File: config.mk
export PLATFORM = sky130hd
export DESIGN_NAME = otter_mmio_hub
export DESIGN_NICKNAME = d
export VERILOG_FILES = /design/src/rtl/otter_mmio_hub.sv
export SDC_FILE = /design/constraint.sdc
export NUM_CORES = 1
export LEC_CHECK = 0
export CAP_MARGIN = 25
export CORE_MARGIN = 2
export CORE_UTILIZATION = 43
export CTS_BUF_LIST = sky130_fd_sc_hd__clkbuf_4 sky130_fd_sc_hd__clkbuf_8
export CTS_CLUSTER_DIAMETER = 150
export DETAILED_ROUTE_END_ITERATION = 10
export GPL_TIMING_DRIVEN = 0
export MAX_ROUTING_LAYER = met4
export PLACE_DENSITY_LB_ADDON = 0.15
export REMOVE_ABC_BUFFERS = 1
export SETUP_SLACK_MARGIN = 0.05
export SYNTH_ARGS = -nofsm -noshare
export SYNTH_HDL_FRONTEND = slang
export SYNTH_SLANG_ARGS = --single-unit
export TNS_END_PERCENT = 100
File: constraint.sdc
create_clock -name CLK -period 2.3 [get_ports CLK]
set_input_delay 0.46 -clock CLK [delete_from_list [all_inputs] [get_ports CLK]]
set_output_delay 0.46 -clock CLK [all_outputs]
set_load 0.05 [all_outputs]
File: src/rtl/otter_mmio_hub.sv
// Memory-mapped I/O hub for the OTTER IOBUS: generic R/W slots with write strobes,
// a synchronised switch port and a sticky, maskable button-event latch driving INTR.
module otter_mmio_hub #(
  parameter int          N_OUT   = 6,
  parameter int          OUT_W   = 16,
  parameter int          SW_W    = 16,
  parameter int          EVT_W   = 5,
  parameter logic [31:0] BASE_AD = 32'h11000000,
  parameter logic [31:0] STRIDE  = 32'h00040000
) (
  input  logic                   CLK,
  input  logic                   RESET_N,
  input  logic [31:0]            IOBUS_ADDR,
  input  logic [31:0]            IOBUS_OUT,
  input  logic                   IOBUS_WR,
  input  logic                   IOBUS_RD,
  output logic [31:0]            IOBUS_IN,
  input  logic [SW_W-1:0]        SWITCHES,
  input  logic [EVT_W-1:0]       EVENTS,
  output logic [N_OUT*OUT_W-1:0] OUT_REGS,
  output logic [N_OUT-1:0]       WSTB,
  output logic                   INTR
);

  localparam int SW_SLOT   = N_OUT;
  localparam int STAT_SLOT = N_OUT + 1;
  localparam int MASK_SLOT = N_OUT + 2;
  localparam int N_SLOT    = N_OUT + 3;

  logic [N_OUT-1:0][OUT_W-1:0] r_out;
  logic [N_OUT-1:0]            r_wstb;
  logic [SW_W-1:0]             r_sw1, r_sw2;
  logic [EVT_W-1:0]            r_ev1, r_ev2, r_evPrev;
  logic [EVT_W-1:0]            r_stat, r_mask;
  logic [1:0]                  r_arm;

  logic [N_SLOT-1:0]           w_hit;
  logic [31:0]                 w_rdata;
  logic                        w_armed;
  logic [EVT_W-1:0]            w_edge;
  logic [EVT_W-1:0]            w_clr;
  logic                        w_unused;

  // Upper write-data bits beyond a slot's width are intentionally discarded.
  assign w_unused = ^IOBUS_OUT;

  // Exact-match decode: one hit bit per slot.
  always_comb begin
    w_hit = '0;
    for (int k = 0; k < N_SLOT; k++)
      w_hit[k] = (IOBUS_ADDR == (BASE_AD + STRIDE * 32'(k)));
  end

  always_comb begin
    w_rdata = '0;
    for (int k = 0; k < N_OUT; k++)
      if (w_hit[k]) w_rdata[OUT_W-1:0] = r_out[k];
    if (w_hit[SW_SLOT])   w_rdata[SW_W-1:0]  = r_sw2;
    if (w_hit[STAT_SLOT]) w_rdata[EVT_W-1:0] = r_stat;
    if (w_hit[MASK_SLOT]) w_rdata[EVT_W-1:0] = r_mask;
  end

  assign IOBUS_IN = w_rdata;

  // Edges are ignored until three clocks after reset so held-high inputs stay quiet.
  assign w_armed = (r_arm == 2'd3);
  assign w_edge  = w_armed ? (r_ev2 & ~r_evPrev) : '0;

  always_comb begin
    w_clr = '0;
    if (w_hit[STAT_SLOT] && IOBUS_RD) w_clr = r_stat;
    if (w_hit[STAT_SLOT] && IOBUS_WR) w_clr = w_clr | IOBUS_OUT[EVT_W-1:0];
  end

  always_ff @(posedge CLK or negedge RESET_N) begin
    if (!RESET_N) begin
      r_out  <= '0;
      r_wstb <= '0;
    end else begin
      r_wstb <= '0;
      for (int k = 0; k < N_OUT; k++) begin
        if (IOBUS_WR && w_hit[k]) begin
          r_out[k]  <= IOBUS_OUT[OUT_W-1:0];
          r_wstb[k] <= 1'b1;
        end
      end
    end
  end

  // A new edge is OR-ed in after the clear, so a set on the clearing edge survives.
  always_ff @(posedge CLK or negedge RESET_N) begin
    if (!RESET_N) begin
      r_sw1    <= '0;
      r_sw2    <= '0;
      r_ev1    <= '0;
      r_ev2    <= '0;
      r_evPrev <= '0;
      r_arm    <= '0;
      r_stat   <= '0;
      r_mask   <= '0;
    end else begin
      r_sw1    <= SWITCHES;
      r_sw2    <= r_sw1;
      r_ev1    <= EVENTS;
      r_ev2    <= r_ev1;
      r_evPrev <= r_ev2;
      if (!w_armed) r_arm <= r_arm + 2'd1;
      r_stat   <= (r_stat & ~w_clr) | w_edge;
      if (IOBUS_WR && w_hit[MASK_SLOT]) r_mask <= IOBUS_OUT[EVT_W-1:0];
    end
  end

  assign OUT_REGS = r_out;
  assign WSTB     = r_wstb;
  assign INTR     = |(r_stat & r_mask);

endmodule

==> run_results.csv <==
group,metric,value,unit
synth,syn-cell-area,7040,µm²
timing,timing.final.ws_setup,-0.333,ns
die,fp.dieW,132,µm
finish,fin_area,10600,µm²
timing,hold_viol,0,
outcome,violations,"negative setup slack",
clocking,cts_made_buffers,17,
drt,dr.pass1.iters,5,
placement,port_buffers,191,
power,ir_drop,0.437,mV
die,rows,46,
synth,ys_types,60,
drt,routedWlPerCell,21.7,µm
critical_path,cp.arrival,2.17,ns
drt,detail-route-antenna-nets,0,
power,intPower,3.96,mW
critical_path,worstSetupPathType,"in2out",
clocking,clk-insertion-delay-late,0.45,ns
critical_path,critPathRequiredTime,1.84,ns
synth,synth_top_area_share,57.2,%
grt,antenna_found_initial,0,
timing,setup_viol,16,
finish,finalNonFillerCells,1009,
power,switchingPower,1.42,mW
clocking,cts_sinks,161,
timing,drv_slew,0,
finish,nets,870,
finish,syn2layout_area_growth,50.0,%
finish,antenna_cells,0,
die,die_area,17400,µm²
drt,routed_wl,21900,µm
timing,clock_skew,0.00573,ns
drt,viasPerCell,5.46,
critical_path,ff2ff_path_depth,2,
timing,rsz0062_at_grt,"yes",
power,combPwrFrac,9.0,%
synth,synthArstFlopShare,100,%
die,io-pin-count,224,
critical_path,cp_max_fo,5,
clocking,cts_tree,"yes",
outcome,status,"finished, violations left",
finish,final_layout_size_suffix_gt1_share,39.6,%
synth,synth_area_leader_cell,"dfrtp_1",
critical_path,reg2reg_slack,1.13,ns
synth,synth_seq_area_share,57.2,%
clocking,clockBufferDepth,2,
placement,dp.cells,911,
synth,netlist_top_cells_area,"dfrtp_1 (57%), mux2_2 (15%), mux2_4 (2.1%)",
critical_path,cp-end-kind,"output port",
placement,place_hpwl,13900,µm
timing,tightestPinTransition,0.591,ns
die,start_util,44.2,%
synth,syn_inst,527,
power,switching_share,26.4,%
job,maxCapViolations,0,
grt,grt_pass1_vias,5529,
synth,synth-seq-cells,161,
placement,placed_cell_area,9150,µm²
grt,grt.total_usage,25.5,%
timing,max_freq,380,MHz
power,total_power,5.37,mW
critical_path,timing.rr.start,"r_arm[0]",
clocking,root_buffer,"clkbuf_8",
drt,drt_iter0_markers,310,
hold_path,whs_path_depth,0,
synth,synth_edf_count,0,
grt,grt_remaining_overflow,0,
grt,grt_max_degree,82,
critical_path,cp-start-kind,"input pin",
power,pwr-share-clk,37.4,%
power,power.leakage,4.75,nW
clocking,ctsHtreeMaxLevel,4,
power,power_density,509,nW/µm²
critical_path,r2r_end,"r_arm[1]",
grt,grt_pass1_wl,32800,µm
power,seqPwrFrac,53.6,%
timing,relSlewSlack,60.5,%
placement,routabilityCongestion,0.784,
drt,drc,0,
synth,postSynthAreaPerCell,13.4,µm²
timing,finalCritPeriodShare,114,%
hold_path,min_path_type,"reg2reg",
synth,ys_warn_count,0,
hold_path,holdPathEnd,"r_sw2[8]",
synth,synth-main-ff-cell,"dfrtp_1",
clocking,path_clk_slew,0.08,ns
drt,vias,5510,
hold_path,worstHoldStart,"r_sw1[8]",
die,die-height,132,µm
die,core,15900,µm²
timing,min_period,2.63,ns
[worst max-delay path, cell delays in order]
cell	delay, ns
buf_12	0.10
or4_4	0.60
nor3_4	0.19
buf_6	0.16
nand2_2	0.05
a32o_1	0.24
a21oi_1	0.15
buf_4	0.22
[stage by stage]
step	utilization [%]	setup WS [ns]	setup TNS, ns	hold WS, ns
floorplan	-	-1.08	-26.01	0.164
global placement	56.4	-5.47	-1202.74	0.332
detailed placement	57.4	-2.51	-171.88	0.255
CTS	64.3	-0.364	-6.88	0.311
global route	66.3	-0.391	-4.78	0.326
finish	66.3	-0.333	-3.81	0.344
[power by group through the flow]
stage / clock network (mW) / registers (mW) / logic (mW)
final: 2.01 / 2.88 / 0.484
after global routing: 2.20 / 2.89 / 0.515
after CTS: 2.07 / 2.88 / 0.463
after detailed placement: 0 / 2.94 / 0.405
after global placement: 0 / 2.94 / 0.383
after floorplan: 0 / 2.93 / 0.124
[synth_stat cells (3+ instances only)]
cell type and count:
nor4_1 8, mux2_2 94, a22oi_1 7, nor2_1 12
nor2b_1 4, a221oi_1 5, nand2_1 23, clkbuf_1 12
buf_2 8, a21oi_1 18, mux2_4 10, mux4_2 6
or3_1 4, nor3_1 12, and2_1 3, o21ai_0 22
a22o_1 4, nand3b_1 5, mux2i_1 8, o31ai_1 6
a32o_1 5, inv_1 4, a211oi_1 5, dfrtp_1 161
nand2b_1 4, and3_1 5, buf_4 19, o22ai_1 12
[placed cells by master, fill, tap and decap left out, types with 6 or more instances in the layout]
cell	synthesis	routed
a22oi_1	7	7
inv_6	0	8
mux4_2	6	6
clkbuf_2	0	6
conb_1	1	16
buf_12	1	7
dfrtp_1	161	161
clkdlybuf4s50_1	0	139
mux2_2	94	94
dlygate4sd2_1	0	14
clkbuf_8	0	17
mux2_4	10	10
nand2_2	0	6
a21oi_2	0	7
buf_4	19	50
nor2_4	1	7
o21ai_0	22	10
nor3_1	12	10
a21oi_1	18	11
o21ai_1	0	10
buf_6	2	27
mux2i_1	8	8
o22ai_1	12	9
nand2_1	23	16
buf_16	0	6
o31ai_1	6	6
[kinds of logic (layout without fill, tap and decap cells)]
group | after synthesis | count (layout) | synth area share, %
flip-flops | 161 | 161 | 57.2
buffers and inverters | 49 | 299 | 4.37
AO/OA/AOI/OAI | 92 | 92 | 8.58
adder cells (fa/ha/maj) | 1 | 1 | 0.178
multiplexers | 119 | 119 | 20.4
XOR/XNOR | 1 | 1 | 0.124
AND/OR/NAND/NOR | 103 | 104 | 9.11
other | 1 | 16 | 0.0532
[metal layers]
metal	global-route usage [%]	vias up	share of wire, %	wire [µm]
met3	5.81	25	6.5	1410
li1	-	2434	-	-
met1	32.7	2820	43	9310
met2	41.2	231	50	10800
met4	6.34	0	1.4	313
met5	-	-	0	0
[what timing repair did]
item | CTS | global route
setup endpoints to repair | 126 | 64
hold buffers | 1 | 0
endpoints found under the hold margin | 1 | 0
gates resized for setup | 261 | 49
pin swaps | 39 | 25
cloned | 2 | 2
setup buffers | 47 | 15
[cell type report]
| type | instances | area [µm²] |
|---|---|---|
| sequential | 161 | 4030 |
| inverter | 4 | 15.0 |
| multi-input combinational | 333 | 3150 |
| timing repair buffer | 263 | 2720 |
| fill | 1198 | 5380 |
| tap | 216 | 270 |
| clock inverter | 15 | 145 |
| clock buffer | 17 | 234 |
[state kept, by name (all words and copies together), names as in the netlist, 6 cells and up]
name,cells
OUT_REGS,96
r_sw1,16
r_sw2,16
WSTB,6
[worst max-delay path by stage]
stage / to / from / cells past startpoint
after global placement: WSTB[5] / RESET_N / 1
after global routing: IOBUS_IN[11] / IOBUS_ADDR[18] / 8
after detailed placement: IOBUS_IN[12] / IOBUS_ADDR[17] / 7
after floorplan: IOBUS_IN[12] / IOBUS_ADDR[21] / 5
final: IOBUS_IN[11] / IOBUS_ADDR[20] / 8
after CTS: IOBUS_IN[3] / IOBUS_ADDR[18] / 8
(Power assumes the default switching activity.)
